[src/rtl/wb_write_arbiter.sv]
// wb_write_arbiter
//   Single write-port master for the 32 x XLEN integer register file.
//   Merges the in-order pipeline writeback (priority) with a long-latency
//   result stream buffered in a DEPTH-entry FIFO. It also reports per-source
//   "pending write" flags that the hazard unit uses to stall dependent reads.
//   Writes to x0 from either source are dropped. A pipeline write to x0 is
//   treated as an idle cycle, so the FIFO can drain during it.
//
//   Optional feature macro: WB_ARB_STARVE_CNT_EN
//     Adds output starve_cnt, a saturating count of the cycles in which queued
//     long-latency results were held back by a valid pipeline write.
module wb_write_arbiter #(
    parameter int unsigned XLEN  = 64,
    parameter int unsigned DEPTH = 4,
    parameter int unsigned CW    = $clog2(DEPTH + 1)
) (
    input  logic            clk,
    input  logic            reset,
    // pipeline writeback, always accepted
    input  logic            pipe_we,
    input  logic [4:0]      pipe_rd,
    input  logic [XLEN-1:0] pipe_data,
    // long-latency result stream
    input  logic            ll_valid,
    output logic            ll_ready,
    input  logic [4:0]      ll_rd,
    input  logic [XLEN-1:0] ll_data,
    // register file write port
    output logic            rf_we,
    output logic [4:0]      rf_rd,
    output logic [XLEN-1:0] rf_wdata,
    // hazard queries
    input  logic [4:0]      rs1,
    input  logic [4:0]      rs2,
    output logic            rs1_pending,
    output logic            rs2_pending,
    output logic [CW-1:0]   fifo_count
`ifdef WB_ARB_STARVE_CNT_EN
    ,
    output logic [31:0]     starve_cnt
`endif
);

    localparam int unsigned PW = $clog2(DEPTH);

    // FIFO storage. Only the valid bits need a reset. The payload is
    // qualified by those bits everywhere it is used.
    logic [4:0]      ent_rd   [DEPTH];
    logic [XLEN-1:0] ent_data [DEPTH];
    logic [DEPTH-1:0] ent_valid;
    logic [PW-1:0]   head;
    logic [PW-1:0]   tail;
    logic [CW-1:0]   count;

    logic pipe_sel;
    logic do_pop;
    logic do_push;
    logic rs1_hit;
    logic rs2_hit;

    // Acceptance depends only on the registered count. A pop in the same
    // cycle does not free a slot until the next cycle.
    assign ll_ready   = (count < CW'(DEPTH));
    assign fifo_count = count;

    // Issue and handshake decisions for this cycle.
    always_comb begin
        pipe_sel = pipe_we && (pipe_rd != 5'd0);
        do_pop   = !pipe_sel && (count != '0);
        do_push  = ll_valid && ll_ready && (ll_rd != 5'd0);
    end

    // FIFO payload write at the tail. The payload is not reset.
    always_ff @(posedge clk) begin
        if (do_push) begin
            ent_rd[tail]   <= ll_rd;
            ent_data[tail] <= ll_data;
        end
    end

    // FIFO control: valid bits, pointers and occupancy.
    always_ff @(posedge clk) begin
        if (reset) begin
            ent_valid <= '0;
            head      <= '0;
            tail      <= '0;
            count     <= '0;
        end else begin
            // push requires count < DEPTH and pop requires count > 0, so
            // head and tail never name the same slot when both fire
            if (do_push) begin
                ent_valid[tail] <= 1'b1;
                tail            <= tail + PW'(1);
            end
            if (do_pop) begin
                ent_valid[head] <= 1'b0;
                head            <= head + PW'(1);
            end
            case ({do_push, do_pop})
                2'b10:   count <= count + CW'(1);
                2'b01:   count <= count - CW'(1);
                default: count <= count;
            endcase
        end
    end

    // Registered write port. The pipeline has priority, then the FIFO head.
    always_ff @(posedge clk) begin
        if (reset) begin
            rf_we    <= 1'b0;
            rf_rd    <= '0;
            rf_wdata <= '0;
        end else if (pipe_sel) begin
            rf_we    <= 1'b1;
            rf_rd    <= pipe_rd;
            rf_wdata <= pipe_data;
        end else if (do_pop) begin
            rf_we    <= 1'b1;
            rf_rd    <= ent_rd[head];
            rf_wdata <= ent_data[head];
        end else begin
            rf_we    <= 1'b0;
        end
    end

    // Match both source queries against every queued destination.
    always_comb begin
        rs1_hit = 1'b0;
        rs2_hit = 1'b0;
        for (int unsigned i = 0; i < DEPTH; i++) begin
            if (ent_valid[i] && (ent_rd[i] == rs1)) rs1_hit = 1'b1;
            if (ent_valid[i] && (ent_rd[i] == rs2)) rs2_hit = 1'b1;
        end
    end

    // Pending = queued in FIFO or landing at the coming edge; x0 never pends.
    always_comb begin
        rs1_pending = (rs1 != 5'd0) && (rs1_hit || (rf_we && (rf_rd == rs1)));
        rs2_pending = (rs2 != 5'd0) && (rs2_hit || (rf_we && (rf_rd == rs2)));
    end

`ifdef WB_ARB_STARVE_CNT_EN
    // Count cycles where queued results lose arbitration. The count saturates.
    always_ff @(posedge clk) begin
        if (reset) begin
            starve_cnt <= '0;
        end else if (pipe_sel && (count != '0) && (starve_cnt != '1)) begin
            starve_cnt <= starve_cnt + 32'd1;
        end
    end
`endif

endmodule

[config.mk]
export PLATFORM = sky130hd
export DESIGN_NAME = wb_write_arbiter
export DESIGN_NICKNAME = d
export VERILOG_FILES = /design/src/rtl/wb_write_arbiter.sv
export SDC_FILE = /design/constraint.sdc
export NUM_CORES = 1
export LEC_CHECK = 0
export BUFFER_PORTS_ARGS = -buffer_cell sky130_fd_sc_hd__buf_2
export CAP_MARGIN = 40
export CORE_MARGIN = 3
export CORE_UTILIZATION = 61
export DETAILED_ROUTE_END_ITERATION = 8
export GPL_TIMING_DRIVEN = 0
export PLACE_DENSITY = 0.95
export SETUP_SLACK_MARGIN = 0.02
export SLEW_MARGIN = 20
export SYNTH_ARGS = -nofsm -noshare
export SYNTH_HDL_FRONTEND = slang
export SYNTH_SLANG_ARGS = --single-unit
export TNS_END_PERCENT = 10
[constraint.sdc]
create_clock -name clk -period 4.9 [get_ports clk]
set_input_delay 0.735 -clock clk [delete_from_list [all_inputs] [get_ports clk]]
set_output_delay 0.735 -clock clk [all_outputs]
set_load 0.05 [all_outputs]
==> results.ini <==
[sta]
finalMaxSlewViolations=0
timing.final.ws_setup_ns=1.920
rsz0062_at_grt=false
clock.fmax_mhz=335.5
worst_pin_slew_ns=0.8509
skew_ns=0.01104
finalHoldViolCount=0
fin_crit_sh=0.6082
tns_ns=0
setup_violations=0
relSlewSlack=0.4327
fin_crit_ns=2.980

[floorplan]
fp.dieW_um=160.3
core_um2=22980
rows=55
ioPinCount=228
die_area_um2=25680
die_h_um=160.3
initial_core_util=0.6315

[logic_synthesis]
synth_area_um2=14510
ys_top_cells_by_area=edfxtp_1 57%, dfxtp_1 11%, mux4_2 11%
ys_warn_count=0
synth_nets=990
syn_inst=828
ys_seq_area_frac=0.6855
synth-seq-cells=359
ys_types=32
synth_top_area_frac=0.5710
synth.avg_cell_area_um2=17.53
synth.largest_area_cell=edfxtp_1

[grt]
antenna_found_initial=7
gr-total-overflow=0
grt_pass1_vias=8923
grt_pass1_wl_um=50300
grt_max_degree=48
grt_use_total=0.2546

[critical_path]
path_class=in -> out
worstPathMaxFanout=6
reg2regPathDepth=10
rrSetupSlack_ns=2.47
critical_path.startpoint_type=input port
endpoint_kind=output port
reg2reg_from=fifo_count[2]
critPathRequiredTime_ns=4.16
reg2reg_to=fifo_count[2]
worstPathArrival_ns=2.25

[placement]
dp_slack_ns=1.654
gp_congestion=0.8986
port_buffers=216
post-dp-hpwl_um=21490

[cts]
postCtsHoldBufs=0
insertion_delay_ns=0.52
cts_tree=yes
clk_pin_slew_worst_paths_ns=0.06
cts_max_level=2
cts_setup_buffers=0
cts.sinks=359
clockBufferDepth=3
post_cts_resize_count=0
cts_buffers=37
root_buffer=clkbuf_16

[pwr]
leakagePower_nw=6.474
vdd_drop_max_mv=0.4348
power_density_nw_per_um2=544.8
power_mw=9.431

[min_path]
min_from=ll_data[38]
hp-class=in -> reg
min_to=ent_data[1][38]
min_path_cells=1

[route]
ant_nets=0
vias_per_cell=5.925
totalWireLength_um=32480
drc=0
firstDrtPassIters=5
drt-initial-drc-count=597
via_count=8503
wl_per_cell_um=22.64

[final_layout]
utilization=0.7532
drive_above_1_share=0.3882
syn_to_final_growth_pct=19.28
final_common_cell=edfxtp_1
num-nets-final=1251
final_cell_mix=276 x edfxtp_1, 238 x buf_2, 83 x dfxtp_1, 81 x nor2_1

[run]
drv_cap=0

[run_status]
status=completed

-- layer usage --
layer  up-vias  GRT usage  part of all wire
li1       3768          -                 -
met1      4293     0.3385              0.39
met2       361     0.4276              0.50
met3        73    0.05603             0.076
met4         8    0.07613             0.026
met5         -          0            0.0015
-- how the worst max path moves through the flow --
stage / from / end / slack, ns / depth (start not counted)
after CTS: rs2[0] / rs2_pending / 1.95 / 7
final: rs2[3] / rs2_pending / 1.92 / 7
after global routing: rs2[3] / rs2_pending / 1.84 / 7
after floorplan: fifo_count[2] / ent_data[0][0] / 1.52 / 3
after global placement: ll_rd[3] / ent_data[1][25] / 0.23 / 4
after detailed placement: pipe_rd[3] / fifo_count[2] / 1.65 / 11
-- cell families (layout without fill, tap and decap cells) --
| logic type | Yosys count | count (layout) | synth area share |
|---|---|---|---|
| other | 0 | 4 | 0 |
| XOR/XNOR | 54 | 54 | 0.03259 |
| AND/OR/NAND/NOR | 116 | 116 | 0.03483 |
| buffers and inverters | 68 | 358 | 0.02310 |
| AO/OA/AOI/OAI | 81 | 81 | 0.05862 |
| multiplexers | 140 | 140 | 0.1562 |
| adder cells (fa/ha/maj) | 10 | 10 | 0.009138 |
| flip-flops | 359 | 359 | 0.6855 |
-- worst max-delay path: stages --
cell	delay [ns]
clkbuf_1	0.35
xor2_1	0.12
nor4_1	0.37
nand3_1	0.18
nand2_1	0.10
o22a_1	0.13
buf_2	0.26
-- sequential cells by signal, summed over array words and instances, names as in the netlist, named ones only --
register and cells:
rf_rd 5, tail 2, ent_rd 20, rf_we 1, fifo_count 3, rf_wdata 64, head 2, ent_data 256
ent_valid 4
-- stage by stage --
step	hold WS (ns)	area, um2	cells
final	0.4327	17310	1435
after global placement	0.5090	15990	1357
after CTS	0.4111	17290	1430
after global routing	0.4177	17310	1434
after detailed placement	0.5221	16100	1362
after floorplan	0.4911	14510	828
-- power breakdown --
group	internal, mW	switching, mW	total [mW]
clock network	1.63	1.11	2.74
logic	1.13	1.68	2.81
registers	3.72	0.168	3.89
-- area by class of cell --
type | instances | area, um2
clock inverters | 14 | 122.6
diodes | 4 | 10.01
inverters | 9 | 33.78
well taps | 313 | 391.6
clock buffers | 54 | 1072
plain buffers | 59 | 301.5
multi-input cells | 401 | 4239
flip-flops and latches | 359 | 9950
repair buffers | 222 | 1191
fillers | 1402 | 5673
-- Yosys cell counts --
master,number
nor2_1,81
and2_1,4
buf_2,22
buf_4,10
ha_1,9
mux2i_1,69
mux2_2,2
mux4_2,69
a22oi_1,2
buf_6,2
dfxtp_1,83
nor4_1,10
xor2_1,42
o21ai_1,1
edfxtp_1,276
nand3_1,12
clkbuf_1,23
or4_1,3
nor2b_1,1
o22a_1,2
nand2_1,2
nor3_1,1
inv_1,9
buf_1,2
xnor2_1,12
or3_1,2
fa_1,1
a211oi_2,50
o21ai_0,1
a21oi_1,3
o311a_1,1
a211oi_1,21
Note: power is estimated with default switching activity, not from simulation.
